**src/rtl/pipe_pkg.sv**
```systemverilog
// Shared types and widths for the CPU pipeline stage registers.
package pipe_pkg;

   // Occupancy of a stage register (FULL only exists with a skid entry)
   typedef enum logic [1:0] {
      EMPTY = 2'd0,
      BUSY  = 2'd1,
      FULL  = 2'd2
   } pipe_state_t;

   // Default performance-counter width
   localparam int unsigned PIPE_CNT_W = 16;

   // Packed payload widths of the individual stage boundaries
   localparam int unsigned IF_ID_W   = 64;
   localparam int unsigned ID_EXE_W  = 170;
   localparam int unsigned EXE_MEM_W = 110;
   localparam int unsigned MEM_WB_W  = 72;

endpackage

```
**src/rtl/sat_counter.sv**
```systemverilog
// Saturating up-counter, reusable for performance monitoring.
module sat_counter #(
   parameter int unsigned W = 16
) (
   input  logic         clk,
   input  logic         rst,
   input  logic         inc,
   output logic [W-1:0] count
);

   logic [W-1:0] r_count;
   logic         w_sat;

   assign w_sat = &r_count;

   // Count up on inc, stick at all-ones instead of wrapping
   always_ff @(posedge clk) begin
      if (rst) begin
         r_count <= '0;
      end else if (inc && !w_sat) begin
         r_count <= r_count + W'(1);
      end
   end

   assign count = r_count;

endmodule

```
**src/rtl/pipe_stage_reg.sv**
```systemverilog
// Valid/ready pipeline stage register with optional skid entry, flush
// for bubble insertion and a saturating stall-cycle counter.
module pipe_stage_reg
   import pipe_pkg::*;
#(
   parameter int unsigned           WIDTH       = 170,
   parameter bit                    SKID        = 1'b1,
   parameter logic [WIDTH-1:0]      RESET_VALUE = '0,
   parameter int unsigned           CNT_W       = PIPE_CNT_W
) (
   input  logic             clk,
   input  logic             rst,
   input  logic             flush,
   input  logic             in_valid,
   output logic             in_ready,
   input  logic [WIDTH-1:0] in_data,
   output logic             out_valid,
   input  logic             out_ready,
   output logic [WIDTH-1:0] out_data,
   output logic [CNT_W-1:0] stall_cnt
);

   pipe_state_t      r_state;
   pipe_state_t      w_state_nxt;
   logic             w_in_fire;
   logic             w_out_fire;
   logic             w_load_in_main;
   logic             w_load_in_skid;
   logic             w_load_skid_main;
   logic             w_stall;
   logic [WIDTH-1:0] r_main;
   logic [WIDTH-1:0] w_skid;

   assign w_in_fire  = in_valid  & in_ready;
   assign w_out_fire = out_valid & out_ready;
   assign w_stall    = out_valid & ~out_ready;

   // State register
   always_ff @(posedge clk) begin
      if (rst) begin
         r_state <= EMPTY;
      end else begin
         r_state <= w_state_nxt;
      end
   end

   // Next state and payload load selects; flush drops any same-cycle input
   always_comb begin
      w_state_nxt      = r_state;
      w_load_in_main   = 1'b0;
      w_load_in_skid   = 1'b0;
      w_load_skid_main = 1'b0;
      if (flush) begin
         w_state_nxt = EMPTY;
      end else begin
         case (r_state)
            EMPTY: begin
               if (w_in_fire) begin
                  w_load_in_main = 1'b1;
                  w_state_nxt    = BUSY;
               end
            end
            BUSY: begin
               if (w_in_fire && w_out_fire) begin
                  w_load_in_main = 1'b1;
               end else if (w_in_fire && SKID) begin
                  w_load_in_skid = 1'b1;
                  w_state_nxt    = FULL;
               end else if (w_in_fire) begin
                  // unreachable without skid: in_ready implies out_ready here
                  w_load_in_main = 1'b1;
               end else if (w_out_fire) begin
                  w_state_nxt = EMPTY;
               end
            end
            FULL: begin
               if (w_out_fire) begin
                  w_load_skid_main = 1'b1;
                  w_state_nxt      = BUSY;
               end
            end
            default: begin
               w_state_nxt = EMPTY;
            end
         endcase
      end
   end

   // Handshake outputs; with a skid entry in_ready depends on state only
   always_comb begin
      out_valid = 1'b0;
      in_ready  = 1'b0;
      out_valid = (r_state != EMPTY);
      if (SKID) begin
         in_ready = (r_state != FULL);
      end else begin
         in_ready = (r_state == EMPTY) || out_ready;
      end
   end

   // Main payload register, always the source of out_data
   always_ff @(posedge clk) begin
      if (rst) begin
         r_main <= RESET_VALUE;
      end else if (w_load_in_main) begin
         r_main <= in_data;
      end else if (w_load_skid_main) begin
         r_main <= w_skid;
      end
   end

   generate
      if (SKID) begin : g_skid
         logic [WIDTH-1:0] r_skid;

         // Skid entry absorbs the beat accepted while out_ready was low
         always_ff @(posedge clk) begin
            if (rst) begin
               r_skid <= RESET_VALUE;
            end else if (w_load_in_skid) begin
               r_skid <= in_data;
            end
         end

         assign w_skid = r_skid;
      end else begin : g_no_skid
         assign w_skid = RESET_VALUE;
      end
   endgenerate

   assign out_data = r_main;

   sat_counter #(
      .W (CNT_W)
   ) u_stall_cnt (
      .clk   (clk),
      .rst   (rst),
      .inc   (w_stall),
      .count (stall_cnt)
   );

endmodule

```
**config.mk**
```make
export PLATFORM = sky130hd
export DESIGN_NAME = pipe_stage_reg
export DESIGN_NICKNAME = d
export VERILOG_FILES = /design/src/rtl/pipe_pkg.sv /design/src/rtl/sat_counter.sv /design/src/rtl/pipe_stage_reg.sv
export SDC_FILE = /design/constraint.sdc
export NUM_CORES = 1
export LEC_CHECK = 0
export BUFFER_PORTS_ARGS = -buffer_cell sky130_fd_sc_hd__buf_2
export CAP_MARGIN = 20
export CORE_MARGIN = 1.5
export CORE_UTILIZATION = 49
export CTS_BUF_LIST = sky130_fd_sc_hd__clkbuf_4 sky130_fd_sc_hd__clkbuf_8
export DETAILED_ROUTE_END_ITERATION = 6
export GPL_TIMING_DRIVEN = 0
export PLACE_DENSITY = 0.78
export SYNTH_ARGS = -nofsm -noshare
export SYNTH_HDL_FRONTEND = slang
export SYNTH_SLANG_ARGS = --single-unit
```
**constraint.sdc**
```tcl
create_clock -name clk -period 1.76 [get_ports clk]
set_clock_uncertainty 0.15 [all_clocks]
set_input_delay 0.528 -clock clk [delete_from_list [all_inputs] [get_ports clk]]
set_output_delay 0.528 -clock clk [all_outputs]
set_load 0.01 [all_outputs]
```
==> metrics.txt <==
outcome=finished with violations; failing checks=setup timing; Tmin final=2.00 ns; Synth area leaders=dfxtp_1 53%, a21oi_1 13%, nand2_1 9.7%; dpl ws=-1.14 ns; hold path depth=3; final cycle utilization of the critical path=113%; async set or reset register ratio after synthesis=0%; Yosys cell types=46; leakage=7.31 nW; DRC=0; remaining antenna violation count=0; Starting Density=50.1%; Cell Area, Synth=approximately 0.014 sq mm; Crit path depth=2; Hold Violations, Final=0; DR vias/cell=around 5.7; share of cells above drive strength 1=around 30%; IO Pins=roughly 360; CTS tree=yes; Setup crit start kind=flop; Post-synth top cells=358 x dfxtp_1, 351 x nand2_1, 347 x a21oi_1; unrepaired setup endpoints after global routing=true; CP Class=reg -> out; DIE WIDTH=~170 um; CORE AREA=0.0271 sq mm; crit-path max cell delay=0.37 ns; Worst Hold Margin=0.0284 ns; Setup crit end kind=primary output; Layout Utilization=68.5%; Synthesized Nets=1805; Synth Area per Inst=~8.3 sq um; via count=14300; 1st-iter DRT viols=~1200; DIE AREA=approximately 0.029 sq mm; most frequent cell after synthesis=dfxtp_1; port bufs=362; Synth Register Bits=358; area grow syn2layout=36.7%; vias in the first global route=roughly 13000; power density over cell area=960 mW/mm^2; antenna violations before repair=16; final WL=46700 um; Placer Congestion=0.866; global route overflow=0; Sink Count=358; Gate Count Post-Synth=between 1500 and 2000; setup ws final=-0.236 ns; H-tree depth=2; Buf+Inv Stages, Crit Path=1; Max Freq=501 MHz; first-pass GRT wire length=70200 um; Slowest cell on crit path=dfxtp_4; worst relative slew slack=61.3%; max-cap violation count=0; clk_lat worst skew=0.59 ns; routed length per instance=about 19 um; Seq/Total Area, Yosys=between 50% and 60%; post-synth top area share=52.8%; critical path arrival=approximately 1.3 ns; TritonRoute pass-1 iters=5; Worst-path clk slew=0.07 ns; crit-path cells=or2_4 -> buf_6; Root Buffer=clkbuf_8; CP top delay family=flip-flops; Slew @ Worst Pin=0.580 ns; Die H=about 170 um; dominant synthesized flop cell=dfxtp_1; Yosys top cell by area=dfxtp_1; Slew Viols, Final=0; Max IR drop VDD=roughly 0.00062 V; row cnt=60; Worst Hold Class=in -> reg; # hold bufs at CTS=0; cts bufs inserted=56; pin count of the biggest net entering global routing=15; critical path fanouts, max=7; Max Root-Sink Buffers=3; worst-case reg-to-reg path depth=9; YS warnings=0; critical path required time=around 1.1 ns; GR Util All Layers=30.6%; Setup violations, final=roughly 280; DP Wirelength=31800 um; Post-synth EDFFs=0; # nets final=~2300
==> power by group <==
group          internal (mW)  switching (mW)  leakage (nW)
clock network           4.28            3.29         0.655
registers               8.31           0.114          2.91
logic                  0.799            1.02          3.75
total                   13.4            4.42          7.31
==> final timing paths <==
check / from / end / slack, ns
max: r_state[1] / out_valid / -0.24
min: in_data[162] / g_skid.r_skid[162] / 0.03
max reg2reg: r_state[1] / out_data[90] / -0.19
min reg2reg: g_skid.r_skid[120] / g_skid.r_skid[120] / 0.30
==> what timing repair did <==
| item | CTS | global route |
|---|---|---|
| endpoints found under the setup margin | 420 | 486 |
| pin swaps | 13 | 22 |
| gates cloned | 7 | 10 |
| gates resized for setup | 155 | 157 |
| setup buffers | 10 | 11 |
==> placed cells by master (no fill, tap or decap), types with 3 or more instances in the layout <==
cell type,n
o21ai_0,135
a22oi_1,170
clkbuf_8,76
dfxtp_1,344
buf_16,5
o21ai_1,35
diode_2,10
dfxtp_2,3
and3_1,5
nand4_1,4
clkinvlp_4,3
a21oi_1,346
buf_6,39
buf_4,23
clkbuf_16,10
or4_1,3
dfxtp_4,11
clkinv_2,10
nand2_2,4
nor2b_1,5
and4_1,4
clkbuf_4,27
clkbuf_1,49
nor2_1,6
buf_2,364
buf_12,10
nand2_1,347
clkbuf_2,10
buf_8,24
buf_1,4
==> logic make-up (layout without fill, tap and decap cells) <==
kind of cell,after synthesis,after routing,synth area share [%]
and+or+nand+nor,398,398,12.0
buffers and inverters,157,658,4.91
DFF,358,358,52.8
adders and majority gates,1,1,0.0922
AOI/OAI and AO/OA,709,709,29.8
other,0,10,0
muxes,6,6,0.479
==> sequential cells by signal, summed over array words and instances (netlist names) <==
name / count
g_skid.r_skid: 170
out_data: 170
u_stall_cnt.count: 16
r_state: 2
==> layout make-up <==
type / instances / area (sq um)
Inverter: 2 / 7.51
Sequential cell: 358 / 7210
Tap cell: 372 / 465
Multi-Input combinational cell: 1114 / 5840
Clock inverter: 15 / 133
Antenna cell: 10 / 25.0
Clock buffer: 87 / 1100
Timing Repair Buffer: 399 / 2540
Fill cell: 2181 / 8540
Buffer: 155 / 1240
==> stage by stage <==
step                area (sq um)  cells  setup TNS, ns  total power [mW]
floorplan                  13700   1629          -5.37              9.32
global placement           15900   2363        -291.39              10.0
detailed placement         15900   2363        -304.96              10.1
CTS                        17900   2482         -20.83              17.7
global route               18600   2511         -35.04              18.3
finish                     18600   2512         -13.96              17.8
==> worst register-to-register path, delay by kind of cell (launching register included) <==
| kind | cells | cell delay (ns) |
|---|---|---|
| buffers and inverters | 5 | 0.70 |
| AO/OA/AOI/OAI | 3 | 0.41 |
| flip-flops | 1 | 0.37 |
| AND/OR/NAND/NOR | 1 | 0.21 |
==> layer usage <==
metal | routed length, um | global-route usage (%) | vias up
li1 | - | - | 6707
met1 | 18600 | 37.8 | 6757
met2 | 22200 | 50.3 | 685
met3 | 4310 | 8.68 | 112
met4 | 1500 | 13.1 | 10
met5 | 55 | 0 | -
Note: power is estimated with default switching activity, not from simulation.
